**config.mk**
```make
export PLATFORM = sky130hd
export DESIGN_NAME = seg_window_display
export DESIGN_NICKNAME = d
export VERILOG_FILES = /design/src/rtl/seg_window_display.sv
export SDC_FILE = /design/constraint.sdc
export NUM_CORES = 1
export LEC_CHECK = 0
export BUFFER_PORTS_ARGS = -buffer_cell sky130_fd_sc_hd__buf_2
export CORE_UTILIZATION = 40
export CTS_CLUSTER_SIZE = 10
export DETAILED_ROUTE_END_ITERATION = 10
export PLACE_DENSITY = 0.66
export SLEW_MARGIN = 30
export SYNTH_ARGS = -nofsm -noshare
export SYNTH_HDL_FRONTEND = slang
export SYNTH_SLANG_ARGS = --single-unit
export TNS_END_PERCENT = 20
```
**constraint.sdc**
```tcl
create_clock -name clk_w -period 2.9 [get_ports clk_w]
set_input_delay 0.58 -clock clk_w [delete_from_list [all_inputs] [get_ports clk_w]]
set_output_delay 0.58 -clock clk_w [all_outputs]
set_load 0.005 [all_outputs]
```
**src/rtl/seg_window_display.sv**
```systemverilog
// -----------------------------------------------------------------------------
// seg_window_display
//
// Signed-result display engine for a multi-digit 7-segment panel.
// A load pulse captures a signed DATA_W-bit value. Its magnitude is converted
// to N_DIG BCD digits with an iterative double-dabble, one bit per clock.
// A scrollable window of N_AN-1 digits, plus a sign slot, is then
// time-multiplexed onto N_AN anodes.
//
// Parameters:
//   DATA_W      signed input width
//   N_DIG       BCD magnitude digits (must hold the decimal digits of 2^(DATA_W-1))
//   N_AN        anodes; slots 0..N_AN-2 show digits, slot N_AN-1 shows the sign
//   REFRESH_DIV clk_w cycles per anode scan step (>= 1)
//
// Ports:
//   clk_w    in   clock
//   rst_w    in   asynchronous, active-high reset
//   value_i  in   signed value to display
//   load_i   in   single-cycle pulse: capture value_i and start conversion
//   btnl_i   in   single-cycle pulse: scroll toward more significant digits
//   btnr_i   in   single-cycle pulse: scroll toward less significant digits
//   busy_o   out  conversion in progress
//   win_o    out  window position (index of the digit shown in slot 0)
//   seg_o    out  segments {a,b,c,d,e,f,g}, active-low, registered
//   an_o     out  anode enables, active-low one-hot, registered
//
// Optional build macro:
//   SEG_LEADING_ZERO_BLANK_EN  blanks digit slots above the most significant
//                              nonzero digit. Digit 0 always shows.
//
// Handshake: there is no valid/ready pair. load_i, btnl_i and btnr_i are
// single-cycle strobes sampled on each rising clk_w edge. A load_i seen
// while busy_o is high is dropped. busy_o is high for exactly DATA_W cycles,
// starting the edge after an accepted load_i.
// -----------------------------------------------------------------------------
module seg_window_display #(
  parameter int DATA_W      = 16,
  parameter int N_DIG       = 5,
  parameter int N_AN        = 4,
  parameter int REFRESH_DIV = 1,
  localparam int MAX_POS    = N_DIG - (N_AN - 1),
  localparam int WIN_W      = ($clog2(MAX_POS + 1) < 1) ? 1 : $clog2(MAX_POS + 1)
) (
  input  logic              clk_w,
  input  logic              rst_w,
  input  logic [DATA_W-1:0] value_i,
  input  logic              load_i,
  input  logic              btnl_i,
  input  logic              btnr_i,
  output logic              busy_o,
  output logic [WIN_W-1:0]  win_o,
  output logic [6:0]        seg_o,
  output logic [N_AN-1:0]   an_o
);

  localparam int BCD_W  = 4 * N_DIG;
  localparam int CNT_W  = $clog2(DATA_W + 1);
  localparam int DIV_W  = (REFRESH_DIV > 1) ? $clog2(REFRESH_DIV) : 1;
  localparam int SLOT_W = (N_AN > 1) ? $clog2(N_AN) : 1;

  localparam logic [DATA_W-1:0] MAG_ONE   = DATA_W'(1);
  localparam logic [CNT_W-1:0]  CNT_ONE   = CNT_W'(1);
  localparam logic [CNT_W-1:0]  CNT_LAST  = CNT_W'(DATA_W - 1);
  localparam logic [WIN_W-1:0]  WIN_ONE   = WIN_W'(1);
  localparam logic [WIN_W-1:0]  WIN_MAX   = WIN_W'(MAX_POS);
  localparam logic [DIV_W-1:0]  DIV_ONE   = DIV_W'(1);
  localparam logic [DIV_W-1:0]  DIV_LAST  = DIV_W'(REFRESH_DIV - 1);
  localparam logic [SLOT_W-1:0] SLOT_ONE  = SLOT_W'(1);
  localparam logic [SLOT_W-1:0] SLOT_LAST = SLOT_W'(N_AN - 1);

  typedef enum logic [0:0] {
    S_IDLE = 1'b0,
    S_CONV = 1'b1
  } state_t;

  // Conversion state
  state_t            state_q, state_d;
  logic              neg_q, neg_d;
  logic [DATA_W-1:0] mag_q, mag_d;
  logic [BCD_W-1:0]  sbcd_q, sbcd_d;
  logic [CNT_W-1:0]  cnt_q, cnt_d;

  // Displayed result
  logic [BCD_W-1:0]  dbcd_q, dbcd_d;
  logic              dsign_q, dsign_d;

  // Window and scan
  logic [WIN_W-1:0]  win_q, win_d;
  logic [DIV_W-1:0]  div_q, div_d;
  logic [SLOT_W-1:0] slot_q, slot_d;
  logic [6:0]        seg_q, seg_d;
  logic [N_AN-1:0]   an_q, an_d;

  // Double-dabble datapath
  logic [BCD_W-1:0]  sbcd_adj;
  logic [BCD_W-1:0]  sbcd_shift;

  // Digit selection
  int                sel_idx;
  logic [3:0]        sel_dig;
`ifdef SEG_LEADING_ZERO_BLANK_EN
  int                msd_idx;
`endif

  // Active-low {a,b,c,d,e,f,g} pattern for a decimal digit.
  function automatic logic [6:0] digit_to_seg(input logic [3:0] d);
    logic [6:0] s;
    case (d)
      4'd0:    s = 7'b0000001;
      4'd1:    s = 7'b1001111;
      4'd2:    s = 7'b0010010;
      4'd3:    s = 7'b0000110;
      4'd4:    s = 7'b1001100;
      4'd5:    s = 7'b0100100;
      4'd6:    s = 7'b0100000;
      4'd7:    s = 7'b0001111;
      4'd8:    s = 7'b0000000;
      4'd9:    s = 7'b0000100;
      default: s = 7'b1111111;
    endcase
    return s;
  endfunction

  // ---------------------------------------------------------------------------
  // Conversion FSM: IDLE waits for load_i; CONV runs DATA_W double-dabble steps
  // ---------------------------------------------------------------------------
  always_comb begin
    // Add-3 correction on every nibble >= 5, then shift in the next mag bit.
    sbcd_adj = sbcd_q;
    for (int k = 0; k < N_DIG; k++) begin
      if (sbcd_q[4*k +: 4] >= 4'd5) begin
        sbcd_adj[4*k +: 4] = sbcd_q[4*k +: 4] + 4'd3;
      end
    end
    sbcd_shift = {sbcd_adj[BCD_W-2:0], mag_q[DATA_W-1]};
  end

  always_comb begin
    state_d = state_q;
    neg_d   = neg_q;
    mag_d   = mag_q;
    sbcd_d  = sbcd_q;
    cnt_d   = cnt_q;
    dbcd_d  = dbcd_q;
    dsign_d = dsign_q;
    case (state_q)
      S_IDLE: begin
        if (load_i) begin
          neg_d = value_i[DATA_W-1];
          // The most negative input negates to itself, which read as unsigned
          // is exactly its magnitude, so no extra bit is needed.
          mag_d   = value_i[DATA_W-1] ? ((~value_i) + MAG_ONE) : value_i;
          sbcd_d  = '0;
          cnt_d   = '0;
          state_d = S_CONV;
        end
      end
      S_CONV: begin
        sbcd_d = sbcd_shift;
        mag_d  = {mag_q[DATA_W-2:0], 1'b0};
        cnt_d  = cnt_q + CNT_ONE;
        if (cnt_q == CNT_LAST) begin
          // The last shift goes straight to the display, so the new value
          // appears on the same edge that returns the FSM to IDLE.
          dbcd_d  = sbcd_shift;
          dsign_d = neg_q;
          state_d = S_IDLE;
        end
      end
      default: state_d = S_IDLE;
    endcase
  end

  // ---------------------------------------------------------------------------
  // Window position: each button steps one digit and saturates; pressing both
  // together cancels out.
  // ---------------------------------------------------------------------------
  always_comb begin
    win_d = win_q;
    if (btnl_i && !btnr_i && (win_q != WIN_MAX)) begin
      win_d = win_q + WIN_ONE;
    end else if (btnr_i && !btnl_i && (win_q != '0)) begin
      win_d = win_q - WIN_ONE;
    end
  end

  // ---------------------------------------------------------------------------
  // Scan divider and slot counter
  // ---------------------------------------------------------------------------
  always_comb begin
    div_d  = div_q + DIV_ONE;
    slot_d = slot_q;
    if (div_q == DIV_LAST) begin
      div_d  = '0;
      slot_d = (slot_q == SLOT_LAST) ? '0 : (slot_q + SLOT_ONE);
    end
  end

  // ---------------------------------------------------------------------------
  // Output pattern for the current slot. Outputs are registered, so the panel
  // sees the pattern for slot_q one cycle after slot_q takes that value.
  // ---------------------------------------------------------------------------
  always_comb begin
    sel_idx = int'(win_q) + int'(slot_q);
    sel_dig = '0;
    for (int d = 0; d < N_DIG; d++) begin
      if (d == sel_idx) begin
        sel_dig = dbcd_q[4*d +: 4];
      end
    end
`ifdef SEG_LEADING_ZERO_BLANK_EN
    // Highest nonzero digit; stays 0 for a zero value so digit 0 still shows.
    msd_idx = 0;
    for (int d = 0; d < N_DIG; d++) begin
      if (dbcd_q[4*d +: 4] != 4'd0) begin
        msd_idx = d;
      end
    end
`endif

    an_d         = '1;
    an_d[slot_q] = 1'b0;

    if (slot_q == SLOT_LAST) begin
      seg_d = dsign_q ? 7'b1111110 : 7'b1111111;
    end else begin
      seg_d = digit_to_seg(sel_dig);
`ifdef SEG_LEADING_ZERO_BLANK_EN
      if (sel_idx > msd_idx) begin
        seg_d = 7'b1111111;
      end
`endif
    end
  end

  // ---------------------------------------------------------------------------
  // State registers
  // ---------------------------------------------------------------------------
  always_ff @(posedge clk_w or posedge rst_w) begin
    if (rst_w) begin
      state_q <= S_IDLE;
      neg_q   <= 1'b0;
      mag_q   <= '0;
      sbcd_q  <= '0;
      cnt_q   <= '0;
      dbcd_q  <= '0;
      dsign_q <= 1'b0;
      win_q   <= '0;
      div_q   <= '0;
      slot_q  <= '0;
      seg_q   <= 7'b1111111;
      an_q    <= '1;
    end else begin
      state_q <= state_d;
      neg_q   <= neg_d;
      mag_q   <= mag_d;
      sbcd_q  <= sbcd_d;
      cnt_q   <= cnt_d;
      dbcd_q  <= dbcd_d;
      dsign_q <= dsign_d;
      win_q   <= win_d;
      div_q   <= div_d;
      slot_q  <= slot_d;
      seg_q   <= seg_d;
      an_q    <= an_d;
    end
  end

  assign busy_o = (state_q == S_CONV);
  assign win_o  = win_q;
  assign seg_o  = seg_q;
  assign an_o   = an_q;

endmodule

```
==> flow_summary.yaml <==
synthesis:
  synthAdderAreaFrac_pct: 7.50
  syn_area_sq_um: 4270
  netlist_instances: 434
  ys_ff_latch: 79
  synth.most_common_cell: "dfrtp_1"
  synthXorXnorAreaFrac_pct: 4.10
  synth_top_area_cell: "dfrtp_1"
  synth_top_family_by_area: "compound AO/OA/AOI/OAI gates"
  synth_edf_count: 0
  synthSimpleGateAreaFrac_pct: 14.4
  yosys_warnings: 0
  ys_top_cells_by_area: "dfrtp_1, ha_1, dfstp_2"
  netlist_top_cells_count: "dfrtp_1, nand2_1, o21ai_0, a21oi_1, inv_1"
  ys_types: 37
  synth_top_area_share_pct: 39.9
  syn_avg_cell_area_sq_um: 9.84
  async_flop_share_pct: 100
  yosysSeqAreaShare_pct: 46.6
  synthesis.nets: 480
  synthFlopType: "dfrtp_1"
  synth-compound-area-share_pct: 15.0
  synth_mux_area_share_pct: 8.38
timing:
  fin_crit_ns: 2.65
  relSlewSlack_pct: 64.8
  finalSetupViolCount: 0
  fin_worst_skew_ns: 0.0107
  setup_tns_ns: 0
  hold_viol: 0
  finalCritPeriodShare_pct: 91.5
  rsz0062_at_grt: "false"
  worst_slew_pin_slew_ns: 0.526
  fmax_mhz: 377
  drv_slew: 0
clock_tree:
  cts_hold_buffers: 0
  root_buffer: "clkbuf_8"
  cts_tree: "done"
  cts.sinks: 79
  htree_levels: 3
  clk_pin_slew_ns: 0.08
  post_cts_buffers: 0
  cts-buffers-inserted: 9
  cts_buffer_depth: 2
  insertion_delay_ns: 0.34
power:
  cellPowerDensity_nw_per_um2: 1040
  vdd_drop_max_mv: 0.418
  p_leak_nw: 2.22
detailed_routing:
  vias_per_cell: 5.23
  postRouteAntennaNets: 0
  drt_first_pass_iters: 4
  vias: 3172
  wl_microns: 8100
  drc: 0
  drt_iter0_drc: 100
  routedWlPerCell_microns: 13.4
die:
  initial_core_util_pct: 41.4
  core_area_sq_um: 10300
  die_w_microns: 105
  dieArea_sq_um: 11100
  ioPinCount: 35
  die_h_microns: 105
  placementRows: 37
global_route:
  overflow: 0
  grtUsageTotal_pct: 16.0
  grt_pass1_vias: 3232
  antenna_found_initial: 0
  grt_start_max_net_pins: 80
  grt_pass1_wl_microns: 14400
setup_path:
  cp-end-kind: "flop"
  ff2ff_setup_slack_ns: 0.25
  critPathMaxFanout: 8
  path_class: "flop to flop"
  start_kind: "flop"
  worst_ep_arrival_time_ns: 2.92
  crit_required_ns: 3.16
  max_stage_delay_ns: 0.53
  cp_slowest_cell: "fa_1"
  reg2reg_to: "seg_o[2]"
  path_cells: "ha_1, fa_1, mux2i_1, o32ai_2, nor2_1, mux2_2, a32oi_1"
  r2r_start: "win_o[0]"
  r2r.worst_path.cells: 7
place:
  dpl.cell_count: 590
  finalWeightedCongestion: 0.848
  port_buffers: 34
  place_hpwl_microns: 5730
cells_and_area:
  stdcell_count: 606
  diodes: 0
  nNetsFinal: 511
  drive_above_1_share_pct: 19.1
  area_growth_pct: 13.0
run_status:
  status: "completed"
job:
  drv_cap: 0
min_path:
  hold_class: "input pin to async pin"
==> worst max-delay path: cells and delay by family (launching register included) <==
family	cells	cell delay [ns]
AOI/OAI and AO/OA	2	0.28
DFF	1	0.44
and+or+nand+nor	1	0.43
muxes	2	0.66
adders and majority gates	2	0.76
==> worst max path at each step <==
stage	from	endpoint	slack [ns]
CTS	win_o[0]	seg_o[0]	0.20
floorplan	rst_w	busy_o	0.31
detailed placement	win_o[0]	seg_o[0]	0.22
finish	win_o[0]	seg_o[2]	0.25
global placement	win_o[0]	seg_o[1]	0.32
global route	win_o[0]	seg_o[5]	0.06
==> flip-flops by register name (all words and copies together) (netlist names) <==
signal,count
dbcd_q,20
sbcd_q,20
mag_q,16
seg_o,7
cnt_q,5
an_o,4
slot_q,2
win_o,2
busy_o,1
dsign_q,1
neg_q,1
==> report_power, final <==
group	internal, W	leakage (nW)	switching (W)	total (W)
Sequential	0.00157	0.971	0.000305	0.00187
Clock	0.000464	0.106	0.000380	0.000844
Combinational	0.00103	1.15	0.00128	0.00231
==> per-stage QoR <==
step / instance area (sq um) / util [%] / power [W] / hold WS, ns / setup WS (ns)
2_1_floorplan: 4270 / - / 0.00356 / 0.402 / 0.315
3_3_place_gp: 4600 / 44.5 / 0.00405 / 0.434 / 0.323
3_5_place_dp: 4600 / 44.5 / 0.00418 / 0.441 / 0.221
4_1_cts: 4810 / 46.6 / 0.00504 / 0.331 / 0.197
5_1_grt: 4820 / 46.7 / 0.00548 / 0.345 / 0.0585
6_report: 4820 / 46.7 / 0.00502 / 0.291 / 0.246
==> area by class of cell <==
type	count	area, sq um
fill	976	5500
timing repair buffer	41	235
tap	136	170
clock buffer	15	209
clock inverter	1	7.51
inverter	25	93.8
multi-input combinational	309	2120
sequential	79	1990
==> repair_timing <==
action                                  4_1_cts  5_1_grt
hold endpoints to repair                      0        0
resized for setup                             0        2
endpoints found under the setup margin        0        1
==> routing by layer <==
layer	vias to the layer above	GRT usage, %	part of all wire [%]
met5	-	0	0
met4	0	4.93	0.89
met3	7	4.21	3.8
met2	70	28.2	50
met1	1514	18.9	45
li1	1581	-	-
==> logic make-up after synthesis <==
kind of cell | Yosys count
and+or+nand+nor | 119
muxes | 34
xor gates and xnor gates | 20
DFF | 79
adders and majority gates | 25
AOI/OAI and AO/OA | 111
buffers and inverters | 46
==> layout by cell type, fill, tap and decap left out, drive strengths merged, types with 11 or more instances in the layout <==
| master | synthesis | routed |
|---|---|---|
| dfrtp | 68 | 68 |
| clkbuf | 20 | 15 |
| and3 | 11 | 11 |
| o21ai | 46 | 46 |
| mux2 | 14 | 14 |
| dfstp | 11 | 11 |
| nand2 | 51 | 51 |
| mux2i | 20 | 20 |
| inv | 25 | 25 |
| ha | 24 | 24 |
| a21oi | 33 | 33 |
| nor2 | 13 | 13 |
| buf | 1 | 41 |
(Power assumes the default switching activity.)
